==> src/rtl/mul8_seq_ctrl_pkg.sv <==
// Shared types and constants for the nibble-serial 8x8 multiply sequencer.
package mul8_seq_pkg;

    localparam int ACC_W_DEFAULT = 16;

    typedef enum logic [2:0] {
        IDLE  = 3'd0,
        STEP0 = 3'd1,
        STEP1 = 3'd2,
        STEP2 = 3'd3,
        STEP3 = 3'd4,
        DONE  = 3'd5
    } state_t;

    // Partial-product alignment for aL*bL, aL*bH, aH*bL, aH*bH.
    localparam logic [3:0] STEP_SHIFT [4] = '{4'd0, 4'd4, 4'd4, 4'd8};

endpackage

==> src/rtl/mul8_seq_ctrl_main_mul.sv <==
// Shared 4x4 -> 8 unsigned combinational multiplier array.
module main_mul (
    input  logic [3:0] a,
    input  logic [3:0] b,
    output logic [7:0] p
);

    assign p = {4'b0000, a} * {4'b0000, b};

endmodule

==> src/rtl/mul8_seq_ctrl.sv <==
// 8x8 unsigned multiply (with optional accumulate) built from four passes
// through one shared 4x4 multiplier.
//
// state | meaning
// IDLE  | waiting for an operand pair
// STEP0 | aL*bL      added to work register
// STEP1 | aL*bH << 4 added to work register
// STEP2 | aH*bL << 4 added to work register
// STEP3 | aH*bH << 8 added, result committed to acc_q
// DONE  | result presented until the consumer takes it
module mul8_seq_ctrl
    import mul8_seq_pkg::*;
#(
    parameter int ACC_W = ACC_W_DEFAULT
) (
    input  logic             clk,
    input  logic             rst_n,
    input  logic             in_valid,
    output logic             in_ready,
    input  logic [7:0]       in_a,
    input  logic [7:0]       in_b,
    input  logic             in_acc,
    input  logic             clr,
    output logic             out_valid,
    input  logic             out_ready,
    output logic [ACC_W-1:0] out_result,
    output logic             busy
);

    state_t           state_q;
    state_t           state_d;
    logic [7:0]       a_q;
    logic [7:0]       b_q;
    logic [ACC_W-1:0] work_q;
    logic [ACC_W-1:0] acc_q;

    logic [3:0]       nib_a;
    logic [3:0]       nib_b;
    logic [3:0]       step_shift;
    logic [7:0]       prod;
    logic [ACC_W-1:0] partial;
    logic [ACC_W-1:0] work_next;
    logic             accept;

    main_mul u_main_mul (
        .a (nib_a),
        .b (nib_b),
        .p (prod)
    );

    // Gating with rst_n keeps in_ready low for the whole reset window.
    assign in_ready = rst_n && !clr &&
                      ((state_q == IDLE) || ((state_q == DONE) && out_ready));
    assign accept   = in_valid && in_ready;

    assign busy       = (state_q == STEP0) || (state_q == STEP1) ||
                        (state_q == STEP2) || (state_q == STEP3);
    assign out_valid  = (state_q == DONE);
    assign out_result = acc_q;

    assign partial   = ACC_W'(prod) << step_shift;
    assign work_next = work_q + partial;

    always_comb begin
        state_d    = state_q;
        nib_a      = 4'd0;
        nib_b      = 4'd0;
        step_shift = 4'd0;
        unique case (state_q)
            IDLE: begin
                if (accept) state_d = STEP0;
            end
            STEP0: begin
                nib_a      = a_q[3:0];
                nib_b      = b_q[3:0];
                step_shift = STEP_SHIFT[0];
                state_d    = STEP1;
            end
            STEP1: begin
                nib_a      = a_q[3:0];
                nib_b      = b_q[7:4];
                step_shift = STEP_SHIFT[1];
                state_d    = STEP2;
            end
            STEP2: begin
                nib_a      = a_q[7:4];
                nib_b      = b_q[3:0];
                step_shift = STEP_SHIFT[2];
                state_d    = STEP3;
            end
            STEP3: begin
                nib_a      = a_q[7:4];
                nib_b      = b_q[7:4];
                step_shift = STEP_SHIFT[3];
                state_d    = DONE;
            end
            DONE: begin
                if (out_ready) state_d = accept ? STEP0 : IDLE;
            end
            default: state_d = IDLE;
        endcase
        if (clr) state_d = IDLE;
    end

    always_ff @(posedge clk or negedge rst_n) begin
        if (!rst_n) begin
            state_q <= IDLE;
            a_q     <= '0;
            b_q     <= '0;
            work_q  <= '0;
            acc_q   <= '0;
        end else if (clr) begin
            state_q <= IDLE;
            a_q     <= '0;
            b_q     <= '0;
            work_q  <= '0;
            acc_q   <= '0;
        end else begin
            state_q <= state_d;
            // The accumulate base is folded into the work register at accept.
            if (accept) begin
                a_q    <= in_a;
                b_q    <= in_b;
                work_q <= in_acc ? acc_q : '0;
            end else if (busy) begin
                work_q <= work_next;
            end
            if (state_q == STEP3) acc_q <= work_next;
        end
    end

endmodule

==> config.mk <==
export PLATFORM = sky130hd
export DESIGN_NAME = mul8_seq_ctrl
export DESIGN_NICKNAME = d
export VERILOG_FILES = /design/src/rtl/mul8_seq_ctrl_pkg.sv /design/src/rtl/mul8_seq_ctrl_main_mul.sv /design/src/rtl/mul8_seq_ctrl.sv
export SDC_FILE = /design/constraint.sdc
export NUM_CORES = 1
export LEC_CHECK = 0
export CORE_UTILIZATION = 40
export DETAILED_ROUTE_END_ITERATION = 8
export PLACE_DENSITY = 0.59
export SLEW_MARGIN = 20
export SYNTH_ARGS = -nofsm -noshare
export SYNTH_HDL_FRONTEND = slang
export SYNTH_SLANG_ARGS = --single-unit
==> constraint.sdc <==
create_clock -name clk -period 5.35 [get_ports clk]
set_input_delay 1.07 -clock clk [delete_from_list [all_inputs] [get_ports clk]]
set_output_delay 1.07 -clock clk [all_outputs]
set_load 0.005 [all_outputs]
=== Yosys cells after proc, flatten, opt, wreduce, memory -nomap -nowiden ===
Cells that the tools add are included.

* Bits in registers: 51
* Input port bits: 22
* Output and inout bits: 19
* Logic and storage cells: 52

* $add $sub $neg: 1
* Multipliers: 1
* Eq/ne operators: 7
* Shift operators: 1
* Mux-type cells: 18
* Reductions and logical operators: 19

{| class="wikitable"
|+ Operators by type and width
! kind !! count
|-
| $mux 16 || 6
|-
| $mux 8 || 4
|-
| $pmux 4 s2 || 3
|-
| $pmux 3 s6 || 1
|-
| $add 16x16->16 || 1
|-
| $shl 8x4->16 || 1
|-
| $reduce_or 2->1 || 5
|-
| $mux 3 || 3
|-
| $mul 4x4->8 || 1
|-
| $eq 3x2->1 const B || 2
|-
| $eq 3x3->1 const B || 2
|-
| $logic_and 1x1->1 || 4
|-
| $logic_or 1x1->1 || 4
|-
| $reduce_bool 2->1 || 2
|-
| $eq 3x1->1 const B || 1
|-
| $logic_not 3->1 || 1
|-
| $ne 3x2->1 const B || 1
|-
| $ne 3x3->1 const B || 1
|-
| $reduce_bool 3->1 || 1
|-
| $reduce_and 2->1 || 1
|-
| $logic_not 1->1 || 1
|-
| $mux 1 || 1
|}

=== Logic depth before layout (Yosys ltp) ===
Gate-level depths: netlist of run 1.

* Depth after elaboration: 9
* Gate-level depth with buffers: 25
* Depth with buffers taken out: 23

=== By module ===
A second synthesis of run 1 with hierarchy kept.

* Cells, all modules: 437
* Area, all modules: 3753.6 µm²

{| class="wikitable"
|+ By module, submodules not included
! module !! instances !! cells an instance !! area an instance (µm²) !! seq. area each (µm²)
|-
| mul8_seq_ctrl || 1 || 386 || 3289.4 || 1276.2
|-
| main_mul || 1 || 51 || 464.2 || 0.0
|}

=== Worst setup path after synthesis of run 1 ===
No wires, ideal clock.

* Path type: flip-flop to flip-flop
* Start: register state_q[0]
* End: register work_q[12]
* Setup time: 0.121 ns
* Data arrival time: 5.390 ns
* Setup slack: -0.161 ns
* Cell stages (with the launch flop): 23
* Buffers on the path: 2
* Clock period less this slack: 5.511 ns
* Cells stage by stage: dfrtp_1 > buf_2 > nor3b_1 > clkbuf_1 > a21oi_1 > or2_1 > fa_1 > inv_1 > fa_1 > ha_1 > a211oi_1 > o21bai_1 > a21oi_1 > xor2_1 > nor2_1 > o21a_1 > ha_1 > a21o_1 > a211oi_1 > o21ai_0 > o22ai_1 > o22ai_1 > a41o_1

* Longest elaborated chain between the ends: 9

{| class="wikitable"
|+ RTL lines
! what !! line !! text
|-
| start, declared || mul8_seq_ctrl.sv:30 || <nowiki>state_t state_q;</nowiki>
|-
| start signal, assigned || mul8_seq_ctrl.sv:119 || <nowiki>state_q <= state_d;</nowiki>
|-
| $eq 3x2->1 (tied with other cells) || mul8_seq_ctrl.sv:57, mul8_seq_ctrl.sv:69 ||
|-
| $reduce_or 2->1 (no source line) || n/a ||
|-
| $pmux 4 s2 || mul8_seq_ctrl.sv:69 || <nowiki>unique case (state_q)</nowiki>
|-
| $mul 4x4->8 || mul8_seq_ctrl_main_mul.sv:8 || <nowiki>assign p = {4'b0000, a} * {4'b0000, b};</nowiki>
|-
| $shl 8x4->16 || mul8_seq_ctrl.sv:61 || <nowiki>assign partial = ACC_W'(prod) << step_shift;</nowiki>
|-
| $add 16x16->16 || mul8_seq_ctrl.sv:62 || <nowiki>assign work_next = work_q + partial;</nowiki>
|-
| $mux 16 || mul8_seq_ctrl.sv:125 || <nowiki>end else if (busy) begin</nowiki>
|-
| $mux 16 || mul8_seq_ctrl.sv:121 || <nowiki>if (accept) begin</nowiki>
|-
| $mux 16 || mul8_seq_ctrl.sv:112 || <nowiki>end else if (clr) begin</nowiki>
|-
| end signal, assigned || mul8_seq_ctrl.sv:124 || <nowiki>work_q <= in_acc ? acc_q : '0;</nowiki>
|-
| end signal, assigned || mul8_seq_ctrl.sv:126 || <nowiki>work_q <= work_next;</nowiki>
|-
| end, declared || mul8_seq_ctrl.sv:34 || <nowiki>logic [ACC_W-1:0] work_q;</nowiki>
|}

Parallel ways exist; a longest one is shown, timed or not. The select of a mux whose other input is x is not followed.
A chain may end at the register's enable or synchronous reset.

=== Worst setup path after layout of run 1 ===
* Start: register state_q[0]
* End: register work_q[11]

The elaborated chain is that of the path after synthesis.

==> results.sh, run 1 <==
export IMPL_crit_path_frequent_cell="buf_6"
export IMPL_cp_data_arrival_time_ns=5.43
export IMPL_synth_seq_cells=51
export IMPL_floorplan_die_area_um2=9900
export IMPL_detail_route_iter0_violations=275
export IMPL_finalInstanceArea_um2=4870
export IMPL_timing_critical_path_to_type="register"
export IMPL_synth_top_area_cell="dfrtp_1"
export IMPL_seq_area_um2=1280
export IMPL_route_final_wire_length_um=10600
export IMPL_sequential_cell_area_fraction_in_the_yosys_report=0.336
export IMPL_clkSlewWorstSetupHoldPaths_ns=0.10
export IMPL_routed_via_count=3637
export IMPL_setup_viol_count_final=0
export IMPL_routed_wl_per_cell_um=16.4
export IMPL_skew_ns=0.00548
export IMPL_setup_ws_ns=0.104
export IMPL_detailed_router_iteration_count_before_antenna_repair=4
export IMPL_synthesis_instances=459
export IMPL_htreeDepth=2
export IMPL_critical_path_startpoint_category="register"
export IMPL_worstHoldEndpoint="a_q[0]"
export IMPL_hp_class="reg2reg"
export IMPL_initial_cell_density_of_the_core=0.412
export IMPL_core_area_um2=9240
export IMPL_maximum_number_of_pins_on_one_net_before_global_route_repair=52
export IMPL_first_pass_grt_wire_length_um=17500
export IMPL_numPortBuffers=40
export IMPL_area_share_of_the_largest_cell_type_after_synthesis=0.336
export IMPL_clk_insertion_delay_late_ns=0.31
export IMPL_dieWidth_um=99.5
export IMPL_slew_limit_headroom=0.307
export IMPL_crit_path_max_incr_delay_ns=0.56
export IMPL_placement_rows=35
export IMPL_top_cells_by_area_in_the_synthesized_netlist="dfrtp_1, ha_1, nand2_1"
export IMPL_cts_buffers=5
export IMPL_post_synth_instance_area_um2=3800
export IMPL_worst_ir_drop_vdd_uv=118
export IMPL_tightest_slew_ns=1.04
export IMPL_timing_final_crit_share=0.981
export IMPL_clock_tree_root_cell="clkbuf_8"
export IMPL_crit_slowest_cell="fa_1"
export IMPL_antenna_found_initial=0
export IMPL_timing_final_crit_period_ns=5.25
export IMPL_report_final_slew_viol_count=0
export IMPL_dpl_worst_slack_ns=-0.0973
export IMPL_clock_sinks=51
export IMPL_reg2reg_from="state_q[0]"
export IMPL_cpLargestDelayFamily="adder cells"
export IMPL_postSynthNetCount=513
export IMPL_detail_route_antenna_nets=0
export IMPL_antennaDiodeCount=0
export IMPL_post_dp_area_um2=4490
export IMPL_fill_cells=871
export IMPL_area_of_the_multi_input_gates_um2=2560
export IMPL_rsz_0062_raised_after_global_routing="true"
export IMPL_outcome="finished clean"
export IMPL_synth_distinct_cells=58
export IMPL_synth_ff_type="dfrtp_1"
export IMPL_cts_hold_buffers=0
export IMPL_timing_hold_violations_final=0
export IMPL_areaGrowthSynthToFinish_pct=28.0
export IMPL_drc=0
export IMPL_globalplace_congestion=0.921
export IMPL_fin_util=0.527
export IMPL_fmax_ghz=0.191
export IMPL_tns_ns=0
export IMPL_syn_mean_instance_area_um2=8.29
export IMPL_hold_depth=2
export IMPL_worstReg2RegEnd="work_q[11]"
export IMPL_globalRouteTotalUtil=0.222
export IMPL_maxCapViolCount=0
export IMPL_cts_tree="yes"
export IMPL_p_per_area_nw_per_um2=168
export IMPL_synth_common_cells="nand2_1, dfrtp_1, nor2_1"
export IMPL_r2r_cells=24
export IMPL_num_io_pins=41
export IMPL_synth_warning_count=0
export IMPL_cell_chain_of_the_critical_path="buf_6, nor3b_4, buf_6, buf_6, a21oi_2, or2_1, fa_1, inv_2, fa_1, inv_1, fa_2, inv_2, a21o_1, a21oi_2, xnor2_1, mux2i_1, nor2_1, ha_4, or3_4, o21a_1, buf_4, or3_4, nand3_1, a21oi_1"
export IMPL_cts_max_path_buffers=2
export IMPL_nNetsFinal=573
export IMPL_grt_overflow=0
export IMPL_place_detailed_hpwl_um=7370
export IMPL_first_global_vias=3512
export IMPL_synth_most_common_cell="nand2_1"
export IMPL_min_from="a_q[0]"
export IMPL_worstPathBufferInverterCount=7
export IMPL_final_layout_size_suffix_gt1_frac=0.167
export IMPL_floorplan_die_height_um=99.5
export IMPL_hold_worst_slack_ns=0.556
export IMPL_postSynth_asyncResetShare=1.00
export IMPL_crit_type="reg2reg"
export IMPL_worst_endpoint_required_ns=5.53
export IMPL_power_leakage_nw=2.16
export IMPL_worst_path_max_fanout=5
export IMPL_timing_reg2reg_setup_slack_ns=0.10
export IMPL_synth_enable_flop_cells=0
export IMPL_route_detailed_vias_per_inst=5.60
==> area by class of cell <==
type | instances | area share
multi-input cells | 371 | 0.526
repair buffers | 81 | 0.148
well taps | 129 | 0.0332
flip-flops and latches | 51 | 0.262
inverters | 9 | 0.00694
clock buffers | 5 | 0.0141
clock inverters | 3 | 0.00900
==> cells by family after synthesis <==
| group | synth area share |
|---|---|
| compound gates | 0.234 |
| flops | 0.336 |
| simple gates | 0.217 |
| buf+inv | 0.0382 |
| xor+xnor | 0.0322 |
| fa+ha+maj | 0.115 |
| mux | 0.0283 |
==> layout by cell type (no fill, tap or decap), types with 5 or more instances in the layout <==
cell type        count
nand3_1             16
clkbuf_8             5
o21ai_1             24
and3_1               6
a31oi_1              6
nand2_1             64
ha_1                21
nor2_1              44
a21oi_1             34
a21oi_2              5
inv_1                5
nand4_1              6
a22oi_1             13
nor2b_1              6
clkdlybuf4s50_1     39
a21o_1              10
xnor2_1             10
o21ai_0              6
buf_4               36
dfrtp_1             50
buf_6                5
==> stage by stage <==
step,cells,total power [mW]
finish,649,0.818
detailed placement,630,0.537
global route,649,0.853
floorplan,459,0.476
global placement,630,0.535
CTS,643,0.820
==> worst min-delay path, delay by kind of cell (launching register included) <==
family | cells | cell delay [ns]
AO/OA/AOI/OAI | 1 | 0.05
AND/OR/NAND/NOR | 1 | 0.07
flip-flops | 1 | 0.40
==> flip-flops by register name, summed over array words and instances, names as in the netlist <==
signal      cells
out_result     16
b_q             8
a_q             8
state_q         3
work_q         16
==> layer usage <==
metal	share of wire	track usage	vias to the layer above
met5	0	0	-
met3	0.053	0.0323	8
met4	0.0099	0.0611	0
li1	-	-	1779
met1	0.48	0.318	1770
met2	0.45	0.350	80
==> report_power, final <==
part           total, mW  internal (mW)  switching, mW
Sequential         0.408          0.397         0.0116
Combinational      0.128         0.0517         0.0759
Clock              0.282          0.140          0.142
==> how the worst max path moves through the flow <==
stage	from	to	slack (ns)	cells past startpoint
final	state_q[0]	work_q[11]	0.10	24
after global routing	state_q[0]	work_q[14]	-0.19	25
after CTS	state_q[0]	out_result[13]	0.02	22
after detailed placement	state_q[1]	out_result[14]	-0.1	21
after floorplan	state_q[0]	work_q[12]	0.009	24
after global placement	state_q[0]	work_q[14]	0.08	22
==> repair_timing <==
action | 4_1_cts | 5_1_grt
pin swaps | 1 | 22
setup buffers | 5 | 6
cloned | 0 | 0
resized for setup | 5 | 36
setup endpoints to repair | 6 | 19
(Power assumes the default switching activity.)
==> run 2, diff against run 1 <==
- CORE_MARGIN: unset -> 2
==> run 2 against run 1 <==
Compared with the run above:
- sequential cell count unchanged
- hold slack got worse by 0.011 ns
- non-clock buffer count increased by 3
==> results.sh, run 2 (synthesized netlist as in run 1, its figures left out) <==
export IMPL_routed_wl_met2_um=4870
export IMPL_dieWidth_um=102
export IMPL_power_leakage_nw=2.17
export IMPL_clkSlewWorstSetupHoldPaths_ns=0.10
export IMPL_worst_ir_drop_vdd_uv=121
export IMPL_report_final_slew_viol_count=0
export IMPL_routed_via_count=3601
export IMPL_share_of_total_power_in_combinational_logic=0.169
export IMPL_timing_hold_violations_final=0
export IMPL_nNetsFinal=576
export IMPL_timing_final_crit_period_ns=5.19
export IMPL_routed_wl_met3_um=370
export IMPL_internal_power_uw=545
export IMPL_route_detailed_vias_per_inst=5.52
export IMPL_area_of_the_multi_input_gates_um2=2580
export IMPL_grt_overflow=0
export IMPL_routed_wl_per_cell_um=15.9
export IMPL_first_pass_grt_wire_length_um=17900
export IMPL_setup_viol_count_final=0
export IMPL_antennaDiodeCount=0
export IMPL_final_layout_size_suffix_gt1_frac=0.184
export IMPL_rsz_0062_raised_after_global_routing="true"
export IMPL_initial_cell_density_of_the_core=0.412
export IMPL_worstPathBufferInverterCount=5
export IMPL_seq_area_um2=1280
export IMPL_timing_critical_path_to_type="register"
export IMPL_globalRouteTotalUtil=0.214
export IMPL_power_share_of_the_sequential_group=0.532
export IMPL_top_layer_reached_by_signal_wires="met4"
export IMPL_dpl_worst_slack_ns=-0.124
export IMPL_cts_max_path_buffers=2
export IMPL_layout_common_cells="nand2_1, dfrtp_1, nor2_1"
export IMPL_floorplan_die_area_um2=10300
export IMPL_worst_path_max_fanout=5
export IMPL_cell_chain_of_the_critical_path="buf_6, nor3b_4, buf_6, a21oi_2, or2_1, fa_1, inv_2, fa_1, inv_1, fa_2, inv_2, a21o_1, a21oi_2, xnor2_1, mux2i_1, nor2_1, ha_2, or3_4, o21a_1, o211a_1, nor3_1, o32ai_2"
export IMPL_cpLargestDelayFamily="adder cells"
export IMPL_core_area_um2=9240
export IMPL_skew_ns=0.0167
export IMPL_finalInstanceArea_um2=4890
export IMPL_detailed_router_iteration_count_before_antenna_repair=4
export IMPL_crit_slowest_cell="fa_1"
export IMPL_maximum_number_of_pins_on_one_net_before_global_route_repair=52
export IMPL_post_dp_area_um2=4510
export IMPL_setup_ws_ns=0.160
export IMPL_hp_class="reg2reg"
export IMPL_drc=0
export IMPL_crit_type="reg2reg"
export IMPL_slew_limit_headroom=0.260
export IMPL_cts_buffers=5
export IMPL_clk_insertion_delay_late_ns=0.31
export IMPL_clock_tree_root_cell="clkbuf_8"
export IMPL_cp_data_arrival_time_ns=5.36
export IMPL_numPortBuffers=40
export IMPL_p_per_area_nw_per_um2=157
export IMPL_globalplace_congestion=0.894
export IMPL_detail_route_antenna_nets=0
export IMPL_floorplan_die_height_um=102
export IMPL_p_switching_uw=222
export IMPL_maxCapViolCount=0
export IMPL_switching_fraction=0.289
export IMPL_r2r_cells=22
export IMPL_fmax_ghz=0.193
export IMPL_crit_path_max_incr_delay_ns=0.56
export IMPL_route_final_wire_length_um=10400
export IMPL_fill_cells=891
export IMPL_hold_worst_slack_ns=0.545
export IMPL_worst_endpoint_required_ns=5.52
export IMPL_detail_route_iter0_violations=139
export IMPL_pwr_share_clk=0.299
export IMPL_clock_sinks=51
export IMPL_worst_path_stages=22
export IMPL_place_detailed_hpwl_um=7530
export IMPL_antenna_found_initial=0
export IMPL_hold_depth=2
export IMPL_htreeDepth=2
export IMPL_first_global_vias=3601
export IMPL_outcome="finished clean"
export IMPL_timing_final_crit_share=0.970
export IMPL_tightest_slew_ns=1.11
export IMPL_placement_rows=35
export IMPL_most_frequent_standard_cell_in_the_layout_excluding_fill_and_tap_cells="nand2_1"
export IMPL_drt_met1_wl_um=5100
export IMPL_areaGrowthSynthToFinish_pct=28.5
export IMPL_critical_path_startpoint_category="register"
export IMPL_num_io_pins=41
export IMPL_cts_tree="yes"
## run 2: worst paths after layout
check / start / endpoint / slack (ns)
hold reg to reg: b_q[3] / b_q[3] / 0.54
min in group asynchronous: rst_n / b_q[0] / 0.89
setup / recovery: state_q[1] / work_q[13] / 0.16
setup reg to reg: state_q[1] / work_q[13] / 0.16
max in group asynchronous: rst_n / state_q[0] / 3.99
hold / removal: b_q[3] / b_q[3] / 0.54
## run 2: power by group through the flow
stage                     logic, mW  registers, mW  clock network [mW]
after global routing          0.144          0.410               0.252
after floorplan              0.0663          0.410                   0
final                         0.129          0.408               0.229
after detailed placement      0.124          0.414                   0
after global placement        0.122          0.414                   0
after CTS                     0.125          0.406               0.240
## run 2: cell type report
class / instances / area share
Sequential cell: 51 / 0.262
Inverter: 9 / 0.00691
Tap cell: 129 / 0.0330
Clock inverter: 2 / 0.00358
Timing Repair Buffer: 84 / 0.152
Clock buffer: 6 / 0.0148
Multi-Input combinational cell: 371 / 0.528
## run 2: tightest hold or removal path, stage by stage (launching register included)
cell and delay, ns:
dfrtp_1 0.39, nand2_1 0.07, o21ai_1 0.05
## run 2: metal layers
metal / up-vias / GRT usage
li1: 1792 / -
met1: 1745 / 0.318
met2: 57 / 0.340
met3: 7 / 0.0317
met4: 0 / 0.0312
met5: - / 0
## run 2: repair_timing
item / 4_1_cts / 5_1_grt
gates resized for setup: 6 / 41
hold buffers: 0 / 0
endpoints found under the setup margin: 8 / 17
setup buffers: 8 / 5
pin swaps: 3 / 22
gates cloned: 0 / 0
## run 2: through the flow
stage	utilization	setup TNS, ns	instances	power, mW
after global placement	0.488	0	632	0.536
after detailed placement	0.488	-0.477	632	0.537
after global routing	0.529	-0.637	652	0.806
final	0.529	0	652	0.766
after CTS	0.507	0	648	0.772
after floorplan	-	0	459	0.476
==> run 3, diff against run 2 <==
- CORE_MARGIN: 2 -> 5
- PLACE_DENSITY: 0.59 -> unset
==> run 3 against run 2 <==
Compared with the run above:
- global-route usage down 2.8 points
- combinational power barely moved
- register-to-register slack worse by 0.08 ns
- setup slack worse by 0.080 ns
- first-iteration DRC count is 35% higher
- clock power grew 16%
- total power grew 4.9%
- via count is 2.3% higher
- die area rose by 12%
- critical path type unchanged
- critical endpoint is now out_result[15]
==> results.sh, run 3 (synthesized netlist as in run 1, its figures left out) <==
export IMPL_outcome="finished clean"
export IMPL_place_detailed_hpwl_um=7680
export IMPL_floorplan_die_height_um=108
export IMPL_clock_tree_root_cell="clkbuf_8"
export IMPL_grt_overflow=0
export IMPL_route_detailed_vias_per_inst=5.65
export IMPL_cts_tree="yes"
export IMPL_detailed_router_iteration_count_before_antenna_repair=4
export IMPL_report_final_slew_viol_count=0
export IMPL_area_of_the_multi_input_gates_um2=2580
export IMPL_floorplan_die_area_um2=11600
export IMPL_tns_ns=0
export IMPL_cts_max_path_buffers=2
export IMPL_timing_hold_violations_final=0
export IMPL_routed_wl_per_cell_um=16.7
export IMPL_rsz_0062_raised_after_global_routing="true"
export IMPL_worst_path_max_fanout=5
export IMPL_reg2reg_from="state_q[0]"
export IMPL_first_pass_grt_wire_length_um=17600
export IMPL_worstReg2RegEnd="out_result[15]"
export IMPL_setup_viol_count_final=0
export IMPL_clkSlewWorstSetupHoldPaths_ns=0.10
export IMPL_layout_common_cells="nand2_1, dfrtp_1, nor2_1"
export IMPL_clk_insertion_delay_late_ns=0.30
export IMPL_maximum_number_of_pins_on_one_net_before_global_route_repair=52
export IMPL_timing_final_crit_share=0.985
export IMPL_critical_path_startpoint_category="register"
export IMPL_placement_rows=35
export IMPL_hold_depth=2
export IMPL_globalRouteTotalUtil=0.187
export IMPL_slew_limit_headroom=0.402
export IMPL_detail_route_iter0_violations=188
export IMPL_setup_ws_ns=0.0792
export IMPL_fill_cells=858
export IMPL_route_final_wire_length_um=10900
export IMPL_numPortBuffers=40
export IMPL_crit_type="reg2reg"
export IMPL_routed_via_count=3685
export IMPL_power_leakage_nw=2.19
export IMPL_core_area_um2=9240
export IMPL_tightest_slew_ns=0.893
export IMPL_hp_class="reg2reg"
export IMPL_fmax_ghz=0.190
export IMPL_areaGrowthSynthToFinish_pct=29.2
export IMPL_timing_critical_path_to_type="register"
export IMPL_maxCapViolCount=0
export IMPL_clock_sinks=51
export IMPL_p_per_area_nw_per_um2=164
export IMPL_r2r_cells=24
export IMPL_worst_ir_drop_vdd_uv=88.6
export IMPL_timing_reg2reg_setup_slack_ns=0.08
export IMPL_num_io_pins=41
export IMPL_dpl_worst_slack_ns=-0.0719
export IMPL_timing_final_crit_period_ns=5.27
export IMPL_first_global_vias=3532
export IMPL_htreeDepth=2
export IMPL_seq_area_um2=1280
export IMPL_drc=0
export IMPL_most_frequent_standard_cell_in_the_layout_excluding_fill_and_tap_cells="nand2_1"
export IMPL_worst_endpoint_required_ns=5.56
export IMPL_detail_route_antenna_nets=0
export IMPL_nNetsFinal=577
export IMPL_initial_cell_density_of_the_core=0.412
export IMPL_cp_data_arrival_time_ns=5.49
export IMPL_hold_worst_slack_ns=0.546
export IMPL_antennaDiodeCount=0
export IMPL_antenna_found_initial=0
export IMPL_dieWidth_um=108
export IMPL_final_layout_size_suffix_gt1_frac=0.189
export IMPL_globalplace_congestion=0.932
export IMPL_cts_buffers=5
export IMPL_worstHoldEndpoint="b_q[3]"
export IMPL_min_from="b_q[3]"
export IMPL_skew_ns=0.00972
run 3: cell count changes in the layout (fill, tap and decap cells not counted), moves of 2 or more:
cell	previous run	this run
a21oi_2	10	8
buf_6	4	6
clkinv_4	2	0
nor2b_2	2	0
run 3: area by class of cell:
cell class	count	share of cell area
Clock buffer	6	0.0148
Clock inverter	1	0.00611
Inverter	9	0.00687
Multi-Input combinational cell	371	0.526
Sequential cell	51	0.260
Tap cell	129	0.0328
Timing Repair Buffer	85	0.154
run 3: worst max-delay path by stage:
stage,from,end,slack [ns],cells after the start
2_1_floorplan,state_q[0],work_q[12],0.009,24
3_3_place_gp,state_q[1],out_result[12],0.01,23
3_5_place_dp,state_q[0],work_q[12],-0.07,22
4_1_cts,state_q[1],out_result[13],0.006,22
5_1_grt,state_q[0],out_result[15],-0.1,23
6_report,state_q[0],out_result[15],0.08,24
run 3: routing by layer:
layer	global-route usage	vias up	part of all wire	routed length, um
li1	-	1799	-	-
met1	0.273	1808	0.49	5290
met2	0.293	62	0.47	5070
met3	0.0240	16	0.028	309
met4	0.0442	0	0.019	210
met5	0	-	0	0
run 3: what timing repair did:
action / in CTS / in global routing
gates resized for setup: 5 / 46
buffers inserted: 1 / 8
pin swaps: 0 / 28
hold buffers: 0 / 0
endpoints found under the setup margin: 5 / 20
run 3: critical path, cell delays in order, from the launching register on:
cell,delay [ns]
dfrtp_2,0.46
buf_6,0.13
buf_4,0.14
mux2_2,0.21
a22oi_1,0.07
a2bb2oi_2,0.15
or2_4,0.24
fa_1,0.56
inv_2,0.04
fa_2,0.57
ha_4,0.21
a211oi_2,0.26
o21bai_1,0.11
a21oi_1,0.16
xor2_1,0.22
nor2_1,0.06
o21a_1,0.20
ha_4,0.28
nand4_1,0.13
a21oi_1,0.23
o21a_4,0.19
o21ai_1,0.07
buf_4,0.15
and3_1,0.17
nor3_1,0.16
run 3: power by group:
group	internal (mW)	switching, mW
Clock	0.137	0.128
Combinational	0.0540	0.0765
Sequential	0.397	0.0115
Total	0.588	0.216
run 3: through the flow:
stage | util | power [mW] | cell area (um^2) | cells
finish | 0.532 | 0.804 | 4920 | 652
global route | 0.532 | 0.843 | 4920 | 652
CTS | 0.506 | 0.804 | 4670 | 644
detailed placement | 0.491 | 0.536 | 4540 | 636
global placement | 0.491 | 0.535 | 4540 | 636
floorplan | - | 0.476 | 3810 | 459
